<file path="src/rtl/uart_pkg.sv">
// Shared types and line levels for the UART transmit framer.
package uart_pkg;

    typedef enum logic [2:0] {
        IDLE,
        START,
        DATA,
        PARITY,
        STOP
    } tx_state_e;

    localparam int unsigned DATA_BITS   = 8;
    localparam logic        IDLE_LEVEL  = 1'b1;
    localparam logic        START_LEVEL = 1'b0;
    localparam logic        STOP_LEVEL  = 1'b1;

endpackage

</file>
<file path="src/rtl/uart_baud_tick.sv">
// Bit-period counter: counts 0..CLKS_PER_BIT-1 while enabled and emits a one-cycle tick on wrap.
module uart_baud_tick
    import uart_pkg::*;
#(
    parameter int unsigned CLKS_PER_BIT = 16
) (
    input  logic clk,
    input  logic rst,
    input  logic en,
    input  logic clr,
    output logic tick
);

    localparam int unsigned CNT_W = (CLKS_PER_BIT > 1) ? $clog2(CLKS_PER_BIT) : 1;
    localparam logic [CNT_W-1:0] LAST = CNT_W'(CLKS_PER_BIT - 1);

    logic [CNT_W-1:0] cnt_q, cnt_d;

    always_comb begin
        tick  = en && (cnt_q == LAST);
        cnt_d = cnt_q;
        if (clr) begin
            cnt_d = '0;
        end else if (en) begin
            cnt_d = tick ? '0 : cnt_q + 1'b1;
        end
    end

    always_ff @(posedge clk) begin
        if (!rst) begin
            cnt_q <= '0;
        end else begin
            cnt_q <= cnt_d;
        end
    end

endmodule

</file>
<file path="src/rtl/uart_tx_framer.sv">
// RS232 transmit framer, LSB-first; parity bit from an external odd-parity detector.
// Define UART_TX_PARITY_EN for 8O1 framing, otherwise 8N1.
module uart_tx_framer
    import uart_pkg::*;
#(
    parameter int unsigned CLKS_PER_BIT = 16,
    parameter int unsigned STOP_BITS    = 1
) (
    input  logic       clk,
    input  logic       rst,
    input  logic [7:0] tx_data,
    input  logic       tx_valid,
    output logic       tx_ready,
    output logic [7:0] tx_data_q,
    input  logic       parity_in,
    output logic       tx_serial,
    output logic       tx_busy
);

    localparam logic [2:0] LAST_BIT  = 3'(DATA_BITS - 1);
    localparam logic       LAST_STOP = 1'(STOP_BITS - 1);

    tx_state_e  state_q, state_d;
    logic [7:0] tx_data_d;
    logic [7:0] shift_q, shift_d;
    logic [2:0] bit_idx_q, bit_idx_d;
    logic       stop_idx_q, stop_idx_d;
    logic       serial_q, serial_d;
    logic       bit_tick;
`ifdef UART_TX_PARITY_EN
    logic       parity_q, parity_d;
`else
    logic       unused_parity_in;
    assign unused_parity_in = parity_in;
`endif

    uart_baud_tick #(
        .CLKS_PER_BIT(CLKS_PER_BIT)
    ) u_baud (
        .clk  (clk),
        .rst  (rst),
        .en   (state_q != IDLE),
        .clr  (state_q == IDLE),
        .tick (bit_tick)
    );

    always_comb begin
        state_d    = state_q;
        tx_data_d  = tx_data_q;
        shift_d    = shift_q;
        bit_idx_d  = bit_idx_q;
        stop_idx_d = stop_idx_q;
`ifdef UART_TX_PARITY_EN
        parity_d   = parity_q;
`endif
        case (state_q)
            IDLE: begin
                if (tx_valid) begin
                    state_d    = START;
                    tx_data_d  = tx_data;
                    shift_d    = tx_data;
                    bit_idx_d  = '0;
                    stop_idx_d = 1'b0;
                end
            end
            START: begin
                if (bit_tick) begin
                    state_d = DATA;
`ifdef UART_TX_PARITY_EN
                    parity_d = parity_in;
`endif
                end
            end
            DATA: begin
                if (bit_tick) begin
                    shift_d = shift_q >> 1;
                    if (bit_idx_q == LAST_BIT) begin
`ifdef UART_TX_PARITY_EN
                        state_d = PARITY;
`else
                        state_d = STOP;
`endif
                    end else begin
                        bit_idx_d = bit_idx_q + 1'b1;
                    end
                end
            end
            PARITY: begin
                if (bit_tick) state_d = STOP;
            end
            STOP: begin
                if (bit_tick) begin
                    if (stop_idx_q == LAST_STOP) state_d = IDLE;
                    else stop_idx_d = stop_idx_q + 1'b1;
                end
            end
            default: state_d = IDLE;
        endcase

        // Line level is registered from the next state so tx_serial is glitch-free.
        case (state_d)
            START:   serial_d = START_LEVEL;
            DATA:    serial_d = shift_d[0];
`ifdef UART_TX_PARITY_EN
            PARITY:  serial_d = parity_d;
`endif
            STOP:    serial_d = STOP_LEVEL;
            default: serial_d = IDLE_LEVEL;
        endcase
    end

    always_ff @(posedge clk) begin
        if (!rst) begin
            state_q    <= IDLE;
            tx_data_q  <= '0;
            shift_q    <= '0;
            bit_idx_q  <= '0;
            stop_idx_q <= 1'b0;
            serial_q   <= IDLE_LEVEL;
`ifdef UART_TX_PARITY_EN
            parity_q   <= 1'b0;
`endif
        end else begin
            state_q    <= state_d;
            tx_data_q  <= tx_data_d;
            shift_q    <= shift_d;
            bit_idx_q  <= bit_idx_d;
            stop_idx_q <= stop_idx_d;
            serial_q   <= serial_d;
`ifdef UART_TX_PARITY_EN
            parity_q   <= parity_d;
`endif
        end
    end

    assign tx_serial = serial_q;
    assign tx_ready  = (state_q == IDLE);
    assign tx_busy   = (state_q != IDLE);

endmodule

</file>
<file path="config.mk">
export PLATFORM = sky130hd
export DESIGN_NAME = uart_tx_framer
export DESIGN_NICKNAME = d
export VERILOG_FILES = /design/src/rtl/uart_pkg.sv /design/src/rtl/uart_baud_tick.sv /design/src/rtl/uart_tx_framer.sv
export SDC_FILE = /design/constraint.sdc
export NUM_CORES = 1
export LEC_CHECK = 0
export CORE_MARGIN = 2
export CORE_UTILIZATION = 40
export DETAILED_ROUTE_END_ITERATION = 8
export DONT_BUFFER_PORTS = 1
export PLACE_DENSITY = 0.51
export RECOVER_POWER = 50
export SYNTH_ARGS = -nofsm -noshare
export SYNTH_HDL_FRONTEND = slang
export SYNTH_SLANG_ARGS = --single-unit
</file>
<file path="constraint.sdc">
create_clock -name clk -period 2.7 [get_ports clk]
set_clock_uncertainty 0.2 [all_clocks]
set_input_delay 0.27 -clock clk [delete_from_list [all_inputs] [get_ports clk]]
set_output_delay 0.27 -clock clk [all_outputs]
set_load 0.02 [all_outputs]
</file>
==> key figures, run 1 <==
Routing
  • DR iter-0 viols: 37
  • Drt first pass iters: 4
  • Routed Antenna Nets: 0
  • Via/cell ratio: 5.359
  • Routed WL per cell: 13.89 µm
  • DRC Markers: 0
  • Routed WL: 2.361 mm
  • Detailed-route via count: 911

Final layout
  • Area taken by multi-input logic gates: 523.0 µm²
  • Ant diodes: 0
  • Layout cells sized above 1: 0.05036
  • Nets@finish: 155
  • P&R area growth vs syn: 13.42%
  • Fin area: 0.001247 mm²
  • Fill cells: 285
  • Seq. cell area: 540.5 µm²

Power
  • Reg power frac: 0.644
  • Combinational Power Share: 0.099
  • Leak: 0.4739 nW
  • Switch share: 0.2651
  • Peak supply drop: 0.2884 mV
  • NetSw: 0.1815 mW
  • Power Dens Cells: 548.9 mW/mm²
  • Clock power share: 0.257
  • Internal: 0.5032 mW

Clock tree
  • Clock insertion delay at the later pin of the skew report: 0.32 ns
  • Root buf cell: clkbuf_4
  • Clk sinks: 27
  • Post-CTS Setup Repair Bufs: 0
  • Clk slew on worst S/H paths: 0.15 ns
  • Total CTS buffers: 3
  • Post-cts sizing count: 0
  • CTS tree: done
  • CTS Buffer Depth: 2
  • H-tree Lvls: 1

GRT
  • Vias in the first global route: 948
  • Largest net degree at the start of global routing: 21
  • Initial antenna violation count: 0
  • All-Layer GR Usage: 0.1662
  • First-pass GRT wire length: 4.146 mm
  • Total congestion overflow: 0

Timing
  • Slew HR: 0.4667
  • Max Slew Vio Count: 0
  • RSZ-0062 raised after global routing: no
  • Final setup TNS: 0 ns
  • Slew @ Worst Pin: 0.7999 ns
  • Final worst slack: 0.5675 ns
  • Final min period: 2.132 ns
  • Top achievable clock speed: 0.4689 GHz
  • Final hold violations: 0
  • Final setup violation count: 0
  • Crit share post-route: 0.7898

Floorplanning
  • Die footprint: 0.003185 mm²
  • CORE AREA: 0.002686 mm²
  • Starting Density: 0.4094
  • # IOs: 23
  • Row count: 19
  • Chip height: 56.44 µm
  • Die W: 56.44 µm

Placement
  • Gpl congestion: 0.7167
  • DP Wirelength: 1.602 mm
  • Post-place setup slack: 0.6569 ns
  • Number of I/O port buffers: 0
  • DP Area: 0.001121 mm²

Worst hold path
  • Worst hold path class: primary input to flip-flop

Setup path
  • Slowest cell delay on critical path: 0.63 ns
  • Crit Path Max Fanout: 11
  • Worst setup SP type: flip-flop
  • Arr. time, crit path: 2.21 ns
  • Critical-path cell list: ha_1 > and3_1 > a21oi_1 > a311o_1 > a21o_1
  • Crit. End Element: flip-flop
  • Crit Path Category: flip-flop to flip-flop
  • Critical path's top delay family: compound AO/OA/AOI/OAI gates
  • Buffers & Inverters on Critical Path: 0
  • Crit-path slowest cell: a21oi_1
  • Worst Path Required: 2.78 ns

Job
  • Max Cap Violations: 0

Yosys
  • YS warnings: 0
  • Synthesized instance count: 130
  • Sequential share of the synthesized area: 0.4915
  • Syn_area_per_cell: 8.460 µm²
  • Mapped Area: 0.001100 mm²
  • Synth cell types: 28
  • Synth Net Count: 145
  • Post-synthesis register bit count: 27

Status
  • Status: finished, final reports clean
-- metal layers --
metal,up-vias,part of all wire,global-route usage
met5,-,0,0
li1,468,-,-
met1,424,0.47,0.2098
met4,0,0.011,0.07143
met2,15,0.49,0.2791
met3,4,0.032,0.02535
-- cells in the final DEF, fill, tap and decap left out, drive strengths merged, types with 2 or more instances in the layout --
master       instances
nand2b               2
o21ai                3
a31oi                7
nand3                3
nor3                 3
ha                   3
dfxtp               27
dlygate4sd3         10
clkbuf               3
nor2                 7
a21oi               14
and3                 3
inv                  2
nand2               35
nor3b                2
a311o                2
-- final cells by class --
cell class                      count  share of cell area
Sequential cell                    27              0.4333
Clock inverter                      1            0.006018
Inverter                            2            0.006018
Tap cell                           31             0.03109
Multi-Input combinational cell     95              0.4193
Clock buffer                        3             0.01805
Timing Repair Buffer               11             0.08626
-- flip-flops by register name, indices dropped and copies added (netlist names) --
name	count
u_baud.cnt_q	4
tx_serial	1
tx_data_q	8
bit_idx_q	3
shift_q	8
state_q	3
-- through the flow --
step / hold WS [ns] / total power, mW / std cells / util
6_report: 0.05637 / 0.6847 / 170 / 0.4644
5_1_grt: 0.06514 / 0.7205 / 170 / 0.4644
3_5_place_dp: 0.2210 / 0.5072 / 156 / 0.4173
2_1_floorplan: 0.2060 / 0.4926 / 130 / -
3_3_place_gp: 0.2122 / 0.5047 / 156 / 0.4173
4_1_cts: 0.05600 / 0.6957 / 170 / 0.4658
-- kinds of logic (layout without fill, tap and decap cells) --
kind of cell               count (synthesis)  in the layout  synth area share
AOI/OAI and AO/OA                         29             29            0.1604
xor gates and xnor gates                   2              2           0.01593
adders and majority gates                  3              3           0.03413
buffers and inverters                      8             17           0.02958
DFF                                       27             27            0.4915
and+or+nand+nor                           61             61            0.2685
-- power groups by stage --
stage	Sequential (mW)	Clock [mW]	Combinational, mW
final	0.441	0.176	0.0676
after global routing	0.444	0.199	0.0771
after CTS	0.441	0.185	0.0690
after detailed placement	0.450	0	0.0568
after global placement	0.450	0	0.0549
after floorplan	0.445	0	0.0480
-- path summary, 6_finish.rpt --
path | from | to | slack [ns] | cells after the start
worst max register to register | u_baud.cnt_q[0]$_SDFFE_PP0N_ | tx_serial$_SDFF_PN1_ | 0.57 | 5
worst max-delay path | u_baud.cnt_q[0]$_SDFFE_PP0N_ | tx_serial$_SDFF_PN1_ | 0.57 | 5
worst min register to register | u_baud.cnt_q[0]$_SDFFE_PP0N_ | u_baud.cnt_q[0]$_SDFFE_PP0N_ | 0.27 | 1
worst min-delay path | tx_data[0] | shift_q[0]$_SDFF_PN0_ | 0.06 | 2
-- repair_timing --
item,4_1_cts,5_1_grt
endpoints found under the hold margin,21,0
hold buffers,10,0
setup endpoints to repair,0,0
-- synth_stat cells (all sizes together) --
master,count,area (µm²)
nor2b,1,6.260
nand2b,2,12.51
nand2,35,131.4
dfxtp,27,540.5
nor4b,1,23.77
a31oi,7,43.79
inv,2,7.510
clkbuf,4,15.01
a22oi,1,7.510
or3b,1,8.760
xnor2,1,8.760
ha,3,37.54
o2111ai,1,8.760
a21oi,14,73.82
xor2,1,8.760
o21ai,3,15.01
buf,2,10.01
a311o,2,20.02
and3,3,18.77
and4b,1,10.01
nand3,3,15.01
nor3b,2,15.01
and2,1,6.260
nor2,7,26.28
a21o,1,7.510
or3,1,6.260
nor3,3,15.01
-- worst register-to-register path, delay by kind of cell (launching register included) --
kind	cells	cell delay, ns
AO/OA/AOI/OAI	3	1.07
adder cells (fa/ha/maj)	1	0.25
flip-flops	1	0.36
AND/OR/NAND/NOR	1	0.22
Note: power is estimated with default switching activity, not from simulation.
==> run 2: changes to the inputs <==
--- a/config.mk
+++ b/config.mk
@@ -5,6 +5,7 @@
 export SDC_FILE = /design/constraint.sdc
 export NUM_CORES = 1
 export LEC_CHECK = 0
+export ABC_AREA = 1
 export CORE_MARGIN = 2
 export CORE_UTILIZATION = 40
 export DETAILED_ROUTE_END_ITERATION = 8
==> constraint.sdc (replaced) <==
create_clock -name clk -period 2.1 [get_ports clk]
set_clock_uncertainty 0.2 [all_clocks]
set_input_delay 0.21 -clock clk [delete_from_list [all_inputs] [get_ports clk]]
set_output_delay 0.21 -clock clk [all_outputs]
set_load 0.02 [all_outputs]
==> run 2 against run 1 <==
  * Setup slack got worse by 0.22 ns
  * Flip-flop and latch count unchanged
  * Combinational power increased by 51%
  * Routed wire length decreased by 0.93%
==> key figures, run 2 <==
Yosys
  • Most frequent cell after synthesis: nand2_1
  • Async SR Flop Fraction: 0
  • Synth cell types: 22
  • Synthesized instance count: 154
  • Syn_area_per_cell: 8.011 µm²
  • Yosys top cell area share: 0.4381
  • Main synth FF type: dfxtp_1
  • Sequential share of the synthesized area: 0.4381
  • Post-synth EDFFs: 0
  • Synth area leader: dfxtp_1
  • YS warnings: 0
  • List of most frequent post-synthesis cells: nand2_1, dfxtp_1, a21oi_1, nand3_1
  • Top cells by area, synth: dfxtp_1, nand2_1, a21oi_1
  • Synth Net Count: 169
  • Mapped Area: 0.001234 mm²
  • Post-synthesis register bit count: 27

Power
  • Combinational Power Share: 0.114
  • Clock power share: 0.253
  • Overall power: 0.8946 mW
  • Reg power frac: 0.633
  • Internal: 0.6499 mW
  • Leak: 0.5647 nW
  • Switch share: 0.2735
  • Power Dens Cells: 653.0 mW/mm²
  • NetSw: 0.2447 mW
  • Peak supply drop: 0.3206 mV

GRT
  • Largest net degree at the start of global routing: 24
  • Initial antenna violation count: 0
  • First-pass GRT wire length: 4.002 mm
  • Vias in the first global route: 953
  • All-Layer GR Usage: 0.1448
  • Total congestion overflow: 0

Worst hold path
  • Worst hold path class: primary input to flip-flop

Timing
  • Slew HR: 0.7634
  • Final min period: 1.755 ns
  • Hold slack: 0.06696 ns
  • Crit share post-route: 0.8356
  • Final setup TNS: 0 ns
  • Max Slew Vio Count: 0
  • Final hold violations: 0
  • Slew @ Worst Pin: 0.3540 ns
  • RSZ-0062 raised after global routing: no
  • Final setup violation count: 0
  • Final worst slack: 0.3452 ns
  • Top achievable clock speed: 0.5699 GHz

Clock tree
  • Post-CTS Setup Repair Bufs: 0
  • CTS tree: done
  • Clk slew on worst S/H paths: 0.15 ns
  • Root buf cell: clkbuf_4
  • Clk sinks: 27
  • Total CTS buffers: 3
  • H-tree Lvls: 1
  • CTS Buffer Depth: 2
  • Clock insertion delay at the later pin of the skew report: 0.32 ns

Setup path
  • Critical path's top delay family: flip-flops
  • Buffers & Inverters on Critical Path: 1
  • Crit Path Category: flip-flop to primary output
  • Slowest cell delay on critical path: 0.43 ns
  • Arr. time, crit path: 1.34 ns
  • Worst Path Required: 1.69 ns
  • Crit-path slowest cell: dfxtp_1
  • Critical-path cell list: nor2_4 > nand2_1 > inv_1
  • Crit Path Max Fanout: 6
  • Worst setup SP type: flip-flop
  • Crit. End Element: primary output
  • R2R Setup Slk: 0.41 ns

Routing
  • Via/cell ratio: 5.121
  • Drt first pass iters: 4
  • DR iter-0 viols: 31
  • DRC Markers: 0
  • Routed WL per cell: 11.81 µm
  • Routed WL: 2.339 mm
  • Routed Antenna Nets: 0
  • Detailed-route via count: 1,014

Final layout
  • Fin area: 0.001370 mm²
  • Biggest regs: shift_q (8), tx_data_q (8), u_baud.cnt_q (4)
  • Ant diodes: 0
  • P&R area growth vs syn: 11.05%
  • Final core occ: 0.4563
  • Commonest non-fill, non-tap cell in the layout: nand2_1
  • Nets@finish: 181
  • Fin cells: 198
  • Commonest cells after routing, fill and taps aside: nand2_1, dfxtp_1, a21oi_1
  • Layout cells sized above 1: 0.1455

Placement
  • Post-place setup slack: 0.4346 ns
  • Placed cell count: 184
  • Gpl congestion: 0.7811
  • DP Area: 0.001245 mm²
  • Number of I/O port buffers: 0
  • DP Wirelength: 1.678 mm

Job
  • Max Cap Violations: 0

Floorplanning
  • Chip height: 59.54 µm
  • CORE AREA: 0.003003 mm²
  • Die footprint: 0.003544 mm²
  • Starting Density: 0.4108
  • Row count: 20
  • # IOs: 23
  • Die W: 59.54 µm

Status
  • Status: finished, final reports clean
-- run 2: power by group through the flow --
stage	Sequential [mW]	Combinational, mW	Clock (mW)
after floorplan	0.575	0.0771	0
after global placement	0.578	0.0882	0
after detailed placement	0.578	0.0893	0
after CTS	0.567	0.105	0.240
after global routing	0.570	0.116	0.262
final	0.567	0.102	0.226
-- run 2: tightest hold or removal path: stages --
cell and delay, ns:
inv_1 0.02, buf_4 0.21, nor2_1 0.12
-- run 2: cells by family (layout without fill, tap and decap cells) --
group,Yosys count,after routing,share of synthesized area
AOI/OAI and AO/OA,29,29,0.1359
buffers and inverters,19,30,0.07910
DFF,27,27,0.4381
adders and majority gates,3,3,0.03043
and+or+nand+nor,76,76,0.3164
-- run 2: repair_timing --
action                    4_1_cts  5_1_grt
hold buffers                   10        0
hold endpoints to repair       17        0
gates resized for setup         0        0
-- run 2: final cells by class --
type,instances,area (µm²)
clock buffer,3,22.52
clock inverter,1,7.507
fill,317,1633
inverter,14,52.55
multi-input combinational,108,590.6
sequential,27,540.5
tap,33,41.29
timing repair buffer,12,115.1
-- run 2: worst paths after layout --
kind                                 from                            to  cells past startpoint
min                                   rst       shift_q[1]$_SDFFE_PN0P_                      3
min reg2reg  u_baud.cnt_q[0]$_SDFFE_PP0N_  u_baud.cnt_q[0]$_SDFFE_PP0N_                      1
max                 state_q[2]$_SDFF_PN0_                      tx_ready                      3
max reg2reg  u_baud.cnt_q[0]$_SDFFE_PP0N_       shift_q[5]$_SDFFE_PN0P_                      8
-- run 2: routing by layer --
metal,up-vias,part of all wire,track usage
li1,533,-,-
met1,466,0.48,0.1868
met2,13,0.48,0.2496
met3,2,0.031,0.02183
met4,0,0.0081,0.04127
met5,-,0,0
==> run 3: changes to the inputs <==
==> constraint.sdc (replaced) <==
create_clock -name clk -period 1.8 [get_ports clk]
set_clock_uncertainty 0.2 [all_clocks]
set_input_delay 0.18 -clock clk [delete_from_list [all_inputs] [get_ports clk]]
set_output_delay 0.18 -clock clk [all_outputs]
set_load 0.02 [all_outputs]
==> run 3 against run 2 <==
  * Non-clock buffer count up 3
  * Global-route usage is 0.89 points higher
  * First-iteration DRC count grew 55%
  * Sequential power up 17%
  * Power increased by 16%
  * Largest cell class unchanged
==> key figures, run 3 (synthesized netlist as in run 2, its figures left out) <==
Status
  • Status: finished, final reports clean

Final layout
  • Ant diodes: 0
  • Biggest regs: shift_q (8), tx_data_q (8), u_baud.cnt_q (4)
  • Commonest non-fill, non-tap cell in the layout: nand2_1
  • Nets@finish: 184
  • Layout cells sized above 1: 0.1726
  • Fin cells: 201
  • Commonest cells after routing, fill and taps aside: nand2_1, dfxtp_1, a21oi_1
  • P&R area growth vs syn: 12.78%

Power
  • Internal: 0.7571 mW
  • Clock power share: 0.248
  • Combinational Power Share: 0.115
  • Leak: 0.5848 nW
  • Switch share: 0.2699
  • Reg power frac: 0.638
  • Power Dens Cells: 745.4 mW/mm²
  • Peak supply drop: 0.5904 mV
  • Overall power: 1.037 mW
  • NetSw: 0.2800 mW

Placement
  • Gpl congestion: 0.7929
  • Post-place setup slack: 0.1719 ns
  • Number of I/O port buffers: 0
  • Placed cell count: 185
  • DP Wirelength: 1.690 mm

Clock tree
  • Root buf cell: clkbuf_4
  • Clk slew on worst S/H paths: 0.14 ns
  • CTS tree: done
  • CTS Buffer Depth: 2
  • Clock insertion delay at the later pin of the skew report: 0.32 ns
  • H-tree Lvls: 1
  • Clk sinks: 27
  • Total CTS buffers: 3

GRT
  • All-Layer GR Usage: 0.1537
  • Initial antenna violation count: 0
  • Largest net degree at the start of global routing: 23
  • Vias in the first global route: 1,007
  • First-pass GRT wire length: 4.126 mm
  • Total congestion overflow: 0

Worst hold path
  • Hold Crit Start: u_baud.cnt_q[0]$_SDFFE_PP0N_
  • WHS Path Cells: 1
  • Worst hold path class: flip-flop to flip-flop
  • Worst hold path endpoint: u_baud.cnt_q[0]$_SDFFE_PP0N_

Routing
  • Drt first pass iters: 4
  • Met3 WL post-DR: 109 µm
  • Detailed-route via count: 1,040
  • DR iter-0 viols: 48
  • WL met1: 1.037 mm
  • Met2 routed WL: 1.141 mm
  • Top Metal Used: met4
  • Routed Antenna Nets: 0
  • Routed WL: 2.314 mm
  • Via/cell ratio: 5.174
  • Routed WL per cell: 11.51 µm
  • DRC Markers: 0

Floorplanning
  • # IOs: 23
  • Die W: 59.54 µm
  • Die footprint: 0.003544 mm²
  • Starting Density: 0.4108
  • CORE AREA: 0.003003 mm²
  • Row count: 20
  • Chip height: 59.54 µm

Setup path
  • Crit Path Max Fanout: 6
  • Crit. End Element: primary output
  • Worst Reg-to-Reg Cells: 8
  • Crit Path Category: flip-flop to primary output
  • Arr. time, crit path: 1.28 ns
  • Worst Path Required: 1.42 ns
  • R2R Setup Slk: 0.18 ns
  • Reg-to-reg startpoint: u_baud.cnt_q[0]$_SDFFE_PP0N_
  • Worst reg2reg endpoint: shift_q[5]$_SDFFE_PN0P_
  • Critical Path Start: state_q[2]$_SDFF_PN0_
  • Worst setup SP type: flip-flop

Timing
  • Final hold violations: 0
  • Final setup violation count: 0
  • RSZ-0062 raised after global routing: no
  • Final worst slack: 0.1387 ns
  • Top achievable clock speed: 0.6020 GHz
  • Final min period: 1.661 ns
  • Max Slew Vio Count: 0
  • Slew HR: 0.7978
  • Crit share post-route: 0.9229
  • Slew @ Worst Pin: 0.3028 ns
  • Final setup TNS: 0 ns

Job
  • Max Cap Violations: 0
## run 3: changes by cell type in the layout (fill, tap and decap cells not counted), sizes merged
cell and delta:
clkinvlp -1, clkinv +1, buf +3
## run 3: metal layers
metal | track usage | vias to the layer above
met4 | 0.05714 | 0
met2 | 0.2622 | 24
li1 | - | 535
met3 | 0.04148 | 2
met5 | 0 | -
met1 | 0.1836 | 479
## run 3: cell type report
cell class                 instances  area, µm²
clock buffer                       3      22.52
clock inverter                     1      5.005
fill                             316       1612
inverter                          14      52.55
multi-input combinational        108      590.6
sequential                        27      541.8
tap                               33      41.29
timing repair buffer              15      137.6
## run 3: worst max-delay path, stage by stage (launching register included)
cell and delay [ns]:
dfxtp_1 0.42, nor2_4 0.16, nand2_1 0.19, inv_2 0.19
## run 3: how the worst max path moves through the flow
stage	cells past startpoint	slack (ns)	endpoint
floorplan	9	0.33	tx_serial$_SDFF_PN1_
global placement	8	0.18	shift_q[6]$_SDFFE_PN0P_
detailed placement	8	0.17	shift_q[5]$_SDFFE_PN0P_
CTS	8	0.15	shift_q[5]$_SDFFE_PN0P_
global route	8	0.02	shift_q[6]$_SDFFE_PN0P_
finish	3	0.14	tx_ready
## run 3: what timing repair did
item                                   in CTS  in global routing
endpoints found under the hold margin      22                  0
setup buffers                               0                  2
hold buffers                               10                  0
resized for setup                           0                  1
setup endpoints to repair                   0                  2
## run 3: through the flow
step	area (µm²)	hold WS (ns)	utilization
global route	1391	0.2466	0.4633
CTS	1380	0.2711	0.4596
global placement	1252	0.07375	0.4171
detailed placement	1252	0.07581	0.4171
finish	1391	0.2333	0.4633
floorplan	1234	0.06410	-
## run 3: power groups by stage
| stage | logic, mW | registers [mW] | clock network (mW) |
|---|---|---|---|
| finish | 0.119 | 0.661 | 0.257 |
| global route | 0.136 | 0.665 | 0.308 |
| CTS | 0.123 | 0.662 | 0.276 |
| detailed placement | 0.104 | 0.675 | 0 |
| global placement | 0.103 | 0.674 | 0 |
| floorplan | 0.0899 | 0.671 | 0 |
